$ cat src/rtl/axil2sreg.sv
// axil2sreg: AXI4-Lite slave bridged onto the strobed register bus, one access in flight.
// Define SREG_RD_PIPE_EN for a two-cycle read strobe (slaves with registered dout).
module axil2sreg #(
   parameter logic [31:0] WIN_BASE = 32'h4000_0000
) (
   input  logic        clk,
   input  logic        nrst,
   input  logic [31:0] s_awaddr,
   input  logic        s_awvalid,
   output logic        s_awready,
   input  logic [31:0] s_wdata,
   input  logic [3:0]  s_wstrb,
   input  logic        s_wvalid,
   output logic        s_wready,
   output logic [1:0]  s_bresp,
   output logic        s_bvalid,
   input  logic        s_bready,
   input  logic [31:0] s_araddr,
   input  logic        s_arvalid,
   output logic        s_arready,
   output logic [31:0] s_rdata,
   output logic [1:0]  s_rresp,
   output logic        s_rvalid,
   input  logic        s_rready,
   output logic        sreg_en,
   output logic        sreg_wen,
   output logic [17:0] sreg_addr,
   output logic [31:0] sreg_wdata,
   input  logic [31:0] sreg_rdata
);
   typedef enum logic [2:0] {IDLE, WRITE, WRESP, READ, RRESP} state_t;
   state_t      state_q;
   logic        prio_q, en_q, wen_q, bvalid_q, rvalid_q;
   logic [1:0]  err_q, bresp_q, rresp_q, werr, rerr;
   logic [17:0] addr_q;
   logic [31:0] wdata_q, rdata_q;
   logic        wr_cand, rd_cand, grant_wr, grant_rd, rd_done, unused_addr_lsbs;
   assign wr_cand = s_awvalid & s_wvalid;
   assign rd_cand = s_arvalid;
   assign grant_wr = (state_q == IDLE) & wr_cand & (~rd_cand | ~prio_q);
   assign grant_rd = (state_q == IDLE) & rd_cand & (~wr_cand | prio_q);
   // Decode error outranks the partial-strobe error.
   assign werr = (s_awaddr[31:18] != WIN_BASE[31:18]) ? 2'b11 : (s_wstrb != 4'hF) ? 2'b10 : 2'b00;
   assign rerr = (s_araddr[31:18] != WIN_BASE[31:18]) ? 2'b11 : 2'b00;
   assign unused_addr_lsbs = ^{s_awaddr[1:0], s_araddr[1:0]};
`ifdef SREG_RD_PIPE_EN
   logic ph_q;
   always_ff @(posedge clk or negedge nrst) begin
      if (!nrst) ph_q <= 1'b0;
      else       ph_q <= (state_q == READ) & ~ph_q;
   end
   assign rd_done = ph_q;
`else
   assign rd_done = 1'b1;
`endif
   always_ff @(posedge clk or negedge nrst) begin
      if (!nrst) begin
         state_q  <= IDLE;
         prio_q   <= 1'b0;
         en_q     <= 1'b0;
         wen_q    <= 1'b0;
         bvalid_q <= 1'b0;
         rvalid_q <= 1'b0;
         err_q    <= 2'b00;
         bresp_q  <= 2'b00;
         rresp_q  <= 2'b00;
         addr_q   <= '0;
         wdata_q  <= '0;
         rdata_q  <= '0;
      end else begin
         case (state_q)
            IDLE: begin
               if (grant_wr) begin
                  state_q <= WRITE;
                  addr_q  <= {s_awaddr[17:2], 2'b00};
                  wdata_q <= s_wdata;
                  err_q   <= werr;
                  en_q    <= werr == 2'b00;
                  wen_q   <= werr == 2'b00;
                  prio_q  <= 1'b1;
               end else if (grant_rd) begin
                  state_q <= READ;
                  addr_q  <= {s_araddr[17:2], 2'b00};
                  err_q   <= rerr;
                  en_q    <= rerr == 2'b00;
                  prio_q  <= 1'b0;
               end
            end
            WRITE: begin
               en_q     <= 1'b0;
               wen_q    <= 1'b0;
               bvalid_q <= 1'b1;
               bresp_q  <= err_q;
               state_q  <= WRESP;
            end
            WRESP: if (s_bready) begin
               bvalid_q <= 1'b0;
               state_q  <= IDLE;
            end
            READ: if (rd_done) begin
               en_q     <= 1'b0;
               rvalid_q <= 1'b1;
               rresp_q  <= err_q;
               rdata_q  <= (err_q == 2'b00) ? sreg_rdata : '0;
               state_q  <= RRESP;
            end
            RRESP: if (s_rready) begin
               rvalid_q <= 1'b0;
               state_q  <= IDLE;
            end
            default: state_q <= IDLE;
         endcase
      end
   end
   assign s_awready  = grant_wr;
   assign s_wready   = grant_wr;
   assign s_arready  = grant_rd;
   assign s_bvalid   = bvalid_q;
   assign s_bresp    = bresp_q;
   assign s_rvalid   = rvalid_q;
   assign s_rresp    = rresp_q;
   assign s_rdata    = rdata_q;
   assign sreg_en    = en_q;
   assign sreg_wen   = wen_q;
   assign sreg_addr  = addr_q;
   assign sreg_wdata = wdata_q;
endmodule
$ cat config.mk
export PLATFORM = sky130hd
export DESIGN_NAME = axil2sreg
export DESIGN_NICKNAME = d
export VERILOG_FILES = /design/src/rtl/axil2sreg.sv
export SDC_FILE = /design/constraint.sdc
export NUM_CORES = 1
export LEC_CHECK = 0
export ABC_CLOCK_PERIOD_IN_PS = 7000
export CAP_MARGIN = 5
export CORE_MARGIN = 1.5
export CORE_UTILIZATION = 41
export CTS_CLUSTER_SIZE = 16
export DETAILED_ROUTE_END_ITERATION = 10
export GPL_ROUTABILITY_DRIVEN = 0
export PLACE_DENSITY = 0.87
export SLEW_MARGIN = 20
export SYNTH_ARGS = -nofsm -noshare
export SYNTH_HDL_FRONTEND = slang
export SYNTH_SLANG_ARGS = --single-unit
$ cat constraint.sdc
create_clock -name clk -period 7 [get_ports clk]
set_clock_uncertainty 0.2 [all_clocks]
set_input_delay 1.4 -clock clk [delete_from_list [all_inputs] [get_ports clk]]
set_output_delay 1.4 -clock clk [all_outputs]
set_load 0.1 [all_outputs]
; After elaboration in Yosys (flattened, before gate mapping)
; Index checks and enable logic that the tools add are counted.
[word_totals]
inputBits = 139
elab_cells = 74
ff_bits = 96
[op_classes]
n_reduce_logical = 17
eq_ne = 11
bitwise = 10
mux = 24
[ops]
columns = cell, n
row1 = 18-bit two-way mux, 2
row2 = 32-bit two-way mux, 1
row3 = "14-bit by 13-bit != test with 1-bit output, second input constant", 2
row4 = 3-bit case mux with 5 select lines, 1
row5 = 3-bit two-way mux, 4
row6 = 2-bit AND reduction, 6
row7 = 2-bit two-way mux, 5
row8 = 2-bit nonzero test, 5
row9 = 1-bit case mux with 2 select lines, 4
row10 = 1-bit two-way mux, 7
row11 = "3-bit by 2-bit equality test with 1-bit output, second input constant", 2
row12 = 2-bit logical NOT, 3
row13 = "2-bit != test, second input constant", 3
row14 = 1-bit bitwise AND, 5
row15 = "4-bit != test, second input constant", 1
row16 = "3-bit by 1-bit equality test with 1-bit output, second input constant", 1
row17 = "3-bit equality test, second input constant", 1
row18 = 3-bit logical NOT, 1
row19 = "3-bit != test, second input constant", 1
row20 = 1-bit NOT, 3
row21 = 3-bit AND reduction, 1
row22 = 1-bit OR, 2
row23 = 2-bit OR reduction, 1

; Depth between registers and ports, before layout
[logic_depth]
word_depth = 7
depth_mapped = 9
ltp_nobuf = 5

; Worst setup path before layout
; OpenSTA, ideal clock, no wires.
[synth_path]
kind = input port to output port
start = input s_awvalid
end = output s_wready
path_stages = 6
t_arrival_ps = 2901
t_required_ps = 5400
path_slack_ps = 2499
cell_sequence = nand2_1 -> or3b_1 -> buf_2 -> inv_2 -> buf_2 -> buf_4
[synth_via]
elab_chain_len = 3
[synth_lines]
columns = element, line
row1 = start: declaration, 9  ; input logic s_awvalid,
row2 = 1-bit bitwise AND, 38  ; assign wr_cand = s_awvalid & s_wvalid;
row3 = 1-bit bitwise AND (2 in a row), 40  ; assign grant_wr = (state_q == IDLE) & wr_cand & (~rd_cand | ~prio_q);
row4 = end: declaration, 14  ; output logic s_wready,
; No other way between the ends.

; Final worst setup path
; Ends and elaborated chain as after synthesis.

==> results.md <==
- Core box area: 0.00920 mm^2
- DRC errors left: 0
- # placed instances: 752
- Clock root buffer: clkbuf_8
- First-pass detailed-route iteration total: 5
- Pwr Density: 507 mW/mm^2
- Std-Cell Rows: 35
- Fin. Hold Viols: 0
- Clk Latency, worst-skew pair: 0.34 ns
- Hold slack: 0.280 ns
- P_leak: 2.76 nW
- Crit Path Category: primary input to primary output
- All-Layer GR Usage: 0.228
- Synth cell types: 26
- # IOs: 232
- Drt total wl: 11.2 mm
- Reg2reg path depth: 6
- Final #Nets: 791
- Die area: 0.0101 mm^2
- HPWL Detailed: 8.43 mm
- Syn. warnings: 0
- Area Growth Syn to Fin: 64.0%
- Design Power: 3.23 mW
- Crit path depth: 5
- Post-route setup TNS: 0 ns
- Critical path capture point type: primary output
- Layout cells sized above 1: 0.0457
- Die Width: 100 um
- DRT iter0 DRCs: 91
- Worst R2R Setup Slack: 3.64 ns
- Die Ht: 100 um
- Startpoint types: primary input
- Final Setup Violations: 0
- Worst VDD drop: 430 uV
- Starting Density: 0.422
- Critical Path End: s_wready
- Resized Gates After CTS: 0
- Htree depth: 3
- Hold/Removal Path Class: flop to flop
- WL/cell: 14.6 um
- CTS tree: yes
- CP arrival: 3.85 ns
- TritonCTS Buffers: 9
- Crit path largest cell delay: 0.87 ns
- Number of synthesized register bits: 94
- CP top delay family: buffers and inverters
- RSZ-0062 raised after global routing: false
- Hold_buf cts: 0
- Post-CTS setup buffer count: 0
- First-pass GRT wire length: 17.9 mm
- Antenna fix cells: 0
- CP cell instances: clkdlybuf4s50_1, nand2_1, or3b_2, inv_2, buf_4
- Post-synth top area share: 0.606
- Overflow after GRT: 0
- Initial antenna violation count: 0
- Final worst path period share: 0.779
- Critical path buffer and inverter count: 3
- Min-delay src: sreg_wdata[11]
- Vias in the first global route: 3795
- Post-Syn Area: 0.00388 mm^2
- Sink Count: 94
- Vias: 3732
- Cells after synthesis: 440
- Dominant cell type by area after synthesis: dfrtp_1
- Final ANT Viol Nets: 0
- Crit path required time: 5.40 ns
- Syn Area/Cell: 8.82 um^2
- Max Cap Viol: 0
- Fin cells: 767
- R2R Path End: sreg_addr[5]
- Synth area leaders: dfrtp_1 (61%), nand2_1 (20%), o21ai_0 (4.5%)
- Relative slew margins: 0.271
- Vias per cell: 4.87
- CP max-delay cell: or3b_2
- Util after Layout: 0.693
- Port Buffers: 225
- Fmax: 183 MHz
- Pin count of the biggest net entering global routing: 69
- R2r startpoint: state_q[2]
- Seq/Total Area, Yosys: 0.606
- CTS max path bufs: 2
- CP Max Fanout: 51
- Measured slew at the worst slew-check pin: 1.09 ns
- Commonest non-fill, non-tap cell in the layout: clkdlybuf4s50_1
- Clock-pin slew on the worst setup and hold paths: 0.08 ns
- Worst setup path startpoint: s_awvalid
- Fin. max-slew vios: 0
- Outcome: finished clean
- Tmin final: 5.45 ns
- Commonest cells after routing, fill and taps aside: clkdlybuf4s50_1 (222), nand2_1 (202), dfrtp_1 (94), o21ai_0 (35), nor2_1 (26)
[worst min-delay path: cells and delay by family, from the launching register on]
family | cells | cell delay [ns]
flip-flops | 1 | 0.35
AND/OR/NAND/NOR | 2 | 0.11
[flip-flops by register name, indices dropped and copies added, names as in the netlist]
register	count
err_q	2
prio_q	1
s_bresp	2
s_bvalid	1
s_rdata	32
s_rresp	2
s_rvalid	1
sreg_addr	16
sreg_en	1
sreg_wdata	32
sreg_wen	1
state_q	3
[cell usage after synthesis]
cell and n:
nand2_1 202, dfrtp_1 94, o21ai_0 35, nor2_1 28, a31oi_1 16, clkbuf_1 16
a21oi_1 8, buf_2 8, buf_4 5, nor4_1 4, and4_1 3, mux2_2 3
inv_1 2, nand3_1 2, nand3b_1 2, nor4b_1 2, a21o_1 1, conb_1 1
inv_2 1, mux2_4 1, mux2i_1 1, nand2b_1 1, o22a_1 1, o2bb2ai_1 1
or3_1 1, or3b_1 1
[logic make-up after synthesis]
logic type             count (synthesis)  share of synthesized area
AO/OA/AOI/OAI                         62                     0.0877
buffers and inverters                 32                     0.0384
flip-flops                            94                      0.606
multiplexers                           5                     0.0151
other                                  1                   0.000966
AND/OR/NAND/NOR                      246                      0.252
[power breakdown]
part	switching, mW	internal, mW
clock network	0.186	0.174
registers	0.105	0.720
logic	1.59	0.455
total	1.88	1.35
[stage by stage]
stage	instance area [um^2]	setup WS, ns
after detailed placement	6170	1.55
after global placement	6170	1.60
after global routing	6370	1.42
final	6370	1.55
after CTS	6360	1.54
after floorplan	3890	2.50
[layer usage]
layer  global-route usage  routed length, um  vias up
li1                     -                  -     1823
met1                0.263               4310     1708
met2                0.378               5320      178
met3                0.108               1350       23
met4               0.0672                211        0
met5                    0                  0        -
[cell type report]
class                   instances  area (um^2)
well taps                     111          139
repair buffers                229         2270
flip-flops and latches         94         2350
clock inverters                 5         58.8
clock buffers                  10          138
inverters                       3         11.3
fillers                       696         2830
multi-input cells             315         1400
[how the worst min path moves through the flow]
stage                           to  slack (ns)  depth (start not counted)
floorplan                   prio_q        0.28                          1
CTS                 sreg_wdata[11]        0.28                          2
detailed placement  sreg_wdata[25]        0.26                          2
finish              sreg_wdata[11]        0.28                          2
global placement    sreg_wdata[18]        0.26                          2
global route         sreg_wdata[6]        0.31                          2
Power figures use the tool's default switching activity.
